<file path="src/rtl/prom_loader_if.sv">
`default_nettype none
//==== prom_loader_if : byte-load stream, status and fetch port of prom_loader (rev 1.0) ====
interface prom_loader_if #(
  parameter int ADDR_W = 8,
  parameter int DATA_W = 15
);
  logic              START;
  logic [7:0]        RX_DATA;
  logic              RX_VALID;
  logic              RX_READY;
  logic              BUSY;
  logic              DONE;
  logic              ERR;
  logic [ADDR_W-1:0] P_COUNT;
  logic [DATA_W-1:0] PROM_OUT;

  modport master (
    output START, RX_DATA, RX_VALID, P_COUNT,
    input  RX_READY, BUSY, DONE, ERR, PROM_OUT
  );

  modport slave (
    input  START, RX_DATA, RX_VALID, P_COUNT,
    output RX_READY, BUSY, DONE, ERR, PROM_OUT
  );
endinterface
`default_nettype wire

</file>
<file path="src/rtl/prom_loader.sv">
`default_nettype none
//==== prom_loader : byte-stream loaded 256x15 program memory with 1-cycle fetch port (rev 1.0) ====
module prom_loader #(
  parameter int ADDR_W = 8,
  parameter int DATA_W = 15,
  parameter int DEPTH  = 2**ADDR_W
) (
  input  wire logic      CLK,
  input  wire logic      RST,
  prom_loader_if.slave   bus
);

  localparam int HI_W = DATA_W - 8;

  typedef enum logic [2:0] {
    S_IDLE  = 3'd0,
    S_LEN   = 3'd1,
    S_HI    = 3'd2,
    S_LO    = 3'd3,
    S_WRITE = 3'd4,
    S_DONE  = 3'd5,
    S_ERR   = 3'd6
  } state_t;

  state_t            state_q, state_d;
  logic              rx_ready_q, rx_ready_d;
  logic              busy_q, busy_d;
  logic              done_q, done_d;
  logic              err_q, err_d;
  logic [ADDR_W-1:0] wptr_q, wptr_d;
  logic [8:0]        remaining_q, remaining_d;
  logic [HI_W-1:0]   hi_q, hi_d;
  logic [7:0]        lo_q, lo_d;
  logic [DATA_W-1:0] prom_out_q;

  logic [DATA_W-1:0] mem [DEPTH];

  logic              xfer;
  logic              mem_we;

  assign xfer   = bus.RX_VALID & rx_ready_q;
  assign mem_we = (state_q == S_WRITE);

  always_comb begin
    state_d     = state_q;
    busy_d      = busy_q;
    done_d      = done_q;
    err_d       = err_q;
    wptr_d      = wptr_q;
    remaining_d = remaining_q;
    hi_d        = hi_q;
    lo_d        = lo_q;

    case (state_q)
      S_IDLE, S_DONE, S_ERR: begin
        if (bus.START) begin
          state_d = S_LEN;
          busy_d  = 1'b1;
          done_d  = 1'b0;
          err_d   = 1'b0;
          wptr_d  = '0;
        end
      end
      S_LEN: begin
        if (xfer) begin
          // a zero header encodes a full 256-word image
          remaining_d = (bus.RX_DATA == 8'h00) ? 9'd256 : {1'b0, bus.RX_DATA};
          state_d     = S_HI;
        end
      end
      S_HI: begin
        if (xfer) begin
          if (bus.RX_DATA[7]) begin
            state_d = S_ERR;
            busy_d  = 1'b0;
            err_d   = 1'b1;
          end else begin
            hi_d    = bus.RX_DATA[HI_W-1:0];
            state_d = S_LO;
          end
        end
      end
      S_LO: begin
        if (xfer) begin
          lo_d    = bus.RX_DATA;
          state_d = S_WRITE;
        end
      end
      S_WRITE: begin
        wptr_d      = wptr_q + ADDR_W'(1);
        remaining_d = remaining_q - 9'd1;
        if (remaining_q == 9'd1) begin
          state_d = S_DONE;
          busy_d  = 1'b0;
          done_d  = 1'b1;
        end else begin
          state_d = S_HI;
        end
      end
      default: state_d = S_IDLE;
    endcase

    rx_ready_d = (state_d == S_LEN) || (state_d == S_HI) || (state_d == S_LO);
  end

  always_ff @(posedge CLK or posedge RST) begin
    if (RST) begin
      state_q     <= S_IDLE;
      rx_ready_q  <= 1'b0;
      busy_q      <= 1'b0;
      done_q      <= 1'b0;
      err_q       <= 1'b0;
      wptr_q      <= '0;
      remaining_q <= '0;
      hi_q        <= '0;
      lo_q        <= '0;
      prom_out_q  <= '0;
    end else begin
      state_q     <= state_d;
      rx_ready_q  <= rx_ready_d;
      busy_q      <= busy_d;
      done_q      <= done_d;
      err_q       <= err_d;
      wptr_q      <= wptr_d;
      remaining_q <= remaining_d;
      hi_q        <= hi_d;
      lo_q        <= lo_d;
      prom_out_q  <= mem[bus.P_COUNT];
    end
  end

  // Contents survive reset; a colliding fetch sees the pre-write word.
  always_ff @(posedge CLK) begin
    if (mem_we) begin
      mem[wptr_q] <= {hi_q, lo_q};
    end
  end

  assign bus.RX_READY = rx_ready_q;
  assign bus.BUSY     = busy_q;
  assign bus.DONE     = done_q;
  assign bus.ERR      = err_q;
  assign bus.PROM_OUT = prom_out_q;

endmodule
`default_nettype wire

</file>
<file path="src/flat_wrapper.sv">
// flat-port wrapper written by rule: the top's interface ports become plain ports
module prom_loader_flat 
#(
  parameter int ADDR_W = 8,
  parameter int DATA_W = 15,
  parameter int DEPTH  = 2**ADDR_W
)
  (CLK, RST, bus_START, bus_RX_DATA, bus_RX_VALID, bus_P_COUNT, bus_RX_READY, bus_BUSY, bus_DONE, bus_ERR, bus_PROM_OUT);
  prom_loader_if #(.ADDR_W(ADDR_W), .DATA_W(DATA_W)) bus_i ();
  input  wire logic CLK;
  input  wire logic RST;
  input wire logic [$bits(bus_i.START)-1:0] bus_START;
  input wire logic [$bits(bus_i.RX_DATA)-1:0] bus_RX_DATA;
  input wire logic [$bits(bus_i.RX_VALID)-1:0] bus_RX_VALID;
  input wire logic [$bits(bus_i.P_COUNT)-1:0] bus_P_COUNT;
  output wire logic [$bits(bus_i.RX_READY)-1:0] bus_RX_READY;
  output wire logic [$bits(bus_i.BUSY)-1:0] bus_BUSY;
  output wire logic [$bits(bus_i.DONE)-1:0] bus_DONE;
  output wire logic [$bits(bus_i.ERR)-1:0] bus_ERR;
  output wire logic [$bits(bus_i.PROM_OUT)-1:0] bus_PROM_OUT;
  assign bus_i.START = bus_START;
  assign bus_i.RX_DATA = bus_RX_DATA;
  assign bus_i.RX_VALID = bus_RX_VALID;
  assign bus_i.P_COUNT = bus_P_COUNT;
  assign bus_RX_READY = bus_i.RX_READY;
  assign bus_BUSY = bus_i.BUSY;
  assign bus_DONE = bus_i.DONE;
  assign bus_ERR = bus_i.ERR;
  assign bus_PROM_OUT = bus_i.PROM_OUT;
  prom_loader #(.ADDR_W(ADDR_W), .DATA_W(DATA_W), .DEPTH(DEPTH)) u_core (.CLK(CLK), .RST(RST), .bus(bus_i));
endmodule
</file>
<file path="config.mk">
export PLATFORM = sky130hd
export DESIGN_NAME = prom_loader_flat
export DESIGN_NICKNAME = d
export VERILOG_FILES = /design/src/rtl/prom_loader_if.sv /design/src/rtl/prom_loader.sv /design/src/flat_wrapper.sv
export SDC_FILE = /design/constraint.sdc
export NUM_CORES = 2
export LEC_CHECK = 0
export ABC_CLOCK_PERIOD_IN_PS = 3900
export BUFFER_PORTS_ARGS = -buffer_cell sky130_fd_sc_hd__buf_2
export CAP_MARGIN = 40
export CORE_UTILIZATION = 30
export CTS_BUF_LIST = sky130_fd_sc_hd__clkbuf_16
export DETAILED_ROUTE_END_ITERATION = 6
export MAX_ROUTING_LAYER = met4
export PLACE_DENSITY = 0.46
export SYNTH_ARGS = -nofsm -noshare
export SYNTH_HDL_FRONTEND = slang
export SYNTH_SLANG_ARGS = --single-unit
</file>
<file path="constraint.sdc">
create_clock -name CLK -period 3.9 [get_ports CLK]
set_input_delay 0.78 -clock CLK [delete_from_list [all_inputs] [get_ports CLK]]
set_output_delay 0.78 -clock CLK [all_outputs]
set_load 0.1 [all_outputs]
</file>
==> results.toml <==
[synthesis]
ys_types = 74
ys_seq_area_frac = 0.7751
synth_area_mm2 = 0.1505
synth_seq_cells = 3894
postSynthNetCount = 7102
yosysMostFrequentCell = "edfxtp_1"
synth_ff_type = "edfxtp_1"
syn-instance-count = 7076
synth_commonest_cells = "3840 x edfxtp_1, 724 x mux4_2, 388 x mux2i_1, 346 x nor2_1, 267 x a22oi_1"
avgSynthCellArea_um2 = 21.27
synth_async_sr_flop_share = 0.01387
synth_top_cell_area_share = 0.7661
synth_area_leaders = "edfxtp_1 77%, mux4_2 11%, mux2i_1 2.6%"
ys_warn_count = 0
synth_edf_count = 3840
yosysTopAreaCell = "edfxtp_1"

[cts]
cts_root_buffer = "clkbuf_16"
clk_pin_slew_ns = 0.06
h-tree-depth = 5
clkSinkCount = 3894
clk_path_buf_depth = 4
clk_latency_ns = 1.00
cts_tree = "built"
numCtsBuffers = 425
ctsResizeCount = 0

[global_route]
grt_overflow = 0
antenna_found_initial = 24
grt_pass1_wl_mm = 614.3
grt_start_max_net_pins = 120
grt_pass1_vias = 76390
grt_usage = 0.1765

[timing]
drv_slew = 0
finalCritPeriodShare = 0.8055
worst_pin_slew_ns = 0.9431
relSlewSlack = 0.3713
hold_viol_final = 0
setup-violations-final = 0
grt_setup_unrepaired = "no"
min_period_ns = 3.141
max_freq_mhz = 318.3
finClkSkew_ns = 0.05919
fin_worst_hold_slack_ns = 0.09809

[pwr]
total_leakage_power_uw = 0.05687
finalPower_uw = 104600
pwr_density_cell_mw_per_mm2 = 590.4
ir_worst_vdd_uv = 572.7

[die]
io_pins = 39
die_x_um = 710.3
floorplan.initialDensity = 0.3020
dieHeight_um = 710.3
dieArea_mm2 = 0.5045
fp-row-count = 259
coreArea_mm2 = 0.4984

[cells_and_area]
post-route-cell-area_mm2 = 0.1771
areaGrowthSynthToFinish_pct = 17.66
drive_above_1_share = 0.2655
instances_no_fill = 14860
nets = 7881

[routing]
wl_per_cell_um = 29.72
via_per_inst = 5.049
drt_wl_total_mm = 441.7
drc = 0
first_iter_violations = 7228
final_antenna_net_count = 0
vias = 75030
firstDrtPassIters = 5

[placement]
dpl_cell_area_mm2 = 0.1637
place_congestion = 0.8278
dp_hpwl_mm = 276.0
dp.cells = 14080
port_buffers = 38

[setup_path]
cpMaxStageDelayCell = "mux4_1"
worstPathMaxFanout = 24
endpoint_kind = "register"
path_class = "primary input to register"
cp-start-kind = "primary input"
crit_chain = "buf_12, buf_12, buf_4, buf_12, mux4_1, a22oi_1, nand2_1, a22o_1, a211oi_1, buf_2, nor4_1"
cpMostUsedCell = "buf_12"
required_ns = 4.77
critPathMaxStageDelay_ns = 0.63
worstPathArrival_ns = 4.01

[status]
status = "completed"

[hold_path]
hold_class = "primary input to register"

[run]
cap_violations = 0
critical path, delay by kind of cell:
family	cells	cell delay [ns]
buf+inv	5	1.26
compound gates	3	1.06
mux	1	0.63
simple gates	2	0.17
sequential cells by signal, summed over array words and instances (netlist names):
register             cells
u_core.mem            3840
u_core.bus.PROM_OUT     15
u_core.remaining_q       9
u_core.lo_q              8
u_core.wptr_q            8
u_core.hi_q              7
u_core.state_q           3
u_core.bus.BUSY          1
u_core.bus.DONE          1
u_core.bus.ERR           1
u_core.bus.RX_READY      1
metal layers:
layer,vias to the layer above,part of all wire,GRT usage
li1,31410,-,-
met5,-,0,-
met1,40860,0.44,0.2415
met3,505,0.055,0.02309
met2,2257,0.48,0.2820
met4,0,0.023,0.03967
placed cells by master (no fill, tap or decap), types with 11 or more instances in the layout:
cell type / n
clkinv_2: 66
a211oi_2: 12
mux4_2: 724
a22oi_1: 267
a22o_1: 38
a221oi_1: 57
buf_12: 128
nor2b_1: 12
o221ai_1: 66
or2_2: 11
buf_2: 34
dfrtp_1: 39
nand3_2: 16
nor3_2: 13
buf_4: 597
nand2b_1: 12
mux2i_1: 388
inv_1: 118
a21oi_1: 111
a211oi_1: 17
edfxtp_1: 3840
mux2_2: 24
a31oi_1: 29
bufinv_16: 30
mux4_1: 46
o31ai_1: 15
nor3_1: 34
nand3_1: 42
dfrtp_4: 15
o22ai_1: 34
o211ai_1: 14
o21ai_0: 60
nand2_1: 212
clkinv_1: 96
nor2_1: 339
a2111oi_0: 18
clkbuf_16: 429
layout make-up:
class / count / area [um^2]
Antenna cell: 9 / 22.52
Clock buffer: 429 / 10740
Clock inverter: 338 / 2580
Fill cell: 46190 / 321300
Inverter: 9 / 37.54
Multi-Input combinational cell: 2755 / 31250
Sequential cell: 3894 / 116700
Tap cell: 6655 / 8327
Timing Repair Buffer: 770 / 7422
metrics by stage:
step                      TNS [ns]  setup slack, ns    util
after floorplan            -168.50         -0.08227       -
after global placement      -2.323          -0.6784  0.3280
after detailed placement   -0.9664          -0.2487  0.3285
after CTS                        0           0.7525  0.3553
after global routing             0           0.6448  0.3553
final                            0           0.7587  0.3553
cell families (layout without fill, tap and decap cells):
kind of cell,count (synthesis),after routing,synth area share
AND/OR/NAND/NOR,751,751,0.02161
buffers and inverters,427,1546,0.01879
other,0,9,0
AO/OA/AOI/OAI,814,814,0.03993
flip-flops,3894,3894,0.7751
adder cells (fa/ha/maj),6,6,0.0004988
XOR/XNOR,2,2,0.0001164
multiplexers,1182,1182,0.1440
where the power goes:
part	internal, uW	leakage (uW)	switching [uW]
logic	2790	0.0146	9490
clock network	21900	0.00693	16600
registers	52300	0.0353	1440
total	77000	0.0569	27500
path summary, 6_finish.rpt:
path                                       start  depth (start not counted)                     end  slack, ns
hold reg to reg            u_core.remaining_q[8]                          1   u_core.remaining_q[8]       0.48
max in group asynchronous                    RST                          4  u_core.bus.PROM_OUT[4]       2.47
setup reg to reg                u_core.wptr_q[5]                          4      u_core.mem[237][8]       0.86
setup / recovery                  bus_P_COUNT[0]                         11  u_core.bus.PROM_OUT[5]       0.76
min in group asynchronous                    RST                          3   u_core.remaining_q[1]       0.45
hold / removal                    bus_RX_DATA[3]                          2          u_core.lo_q[3]        0.1
repair_timing:
action | CTS | global route
buffers inserted | 0 | 0
hold buffers | 1 | 0
hold endpoints to repair | 32 | 0
No activity file was read; power rests on OpenSTA's default activity.
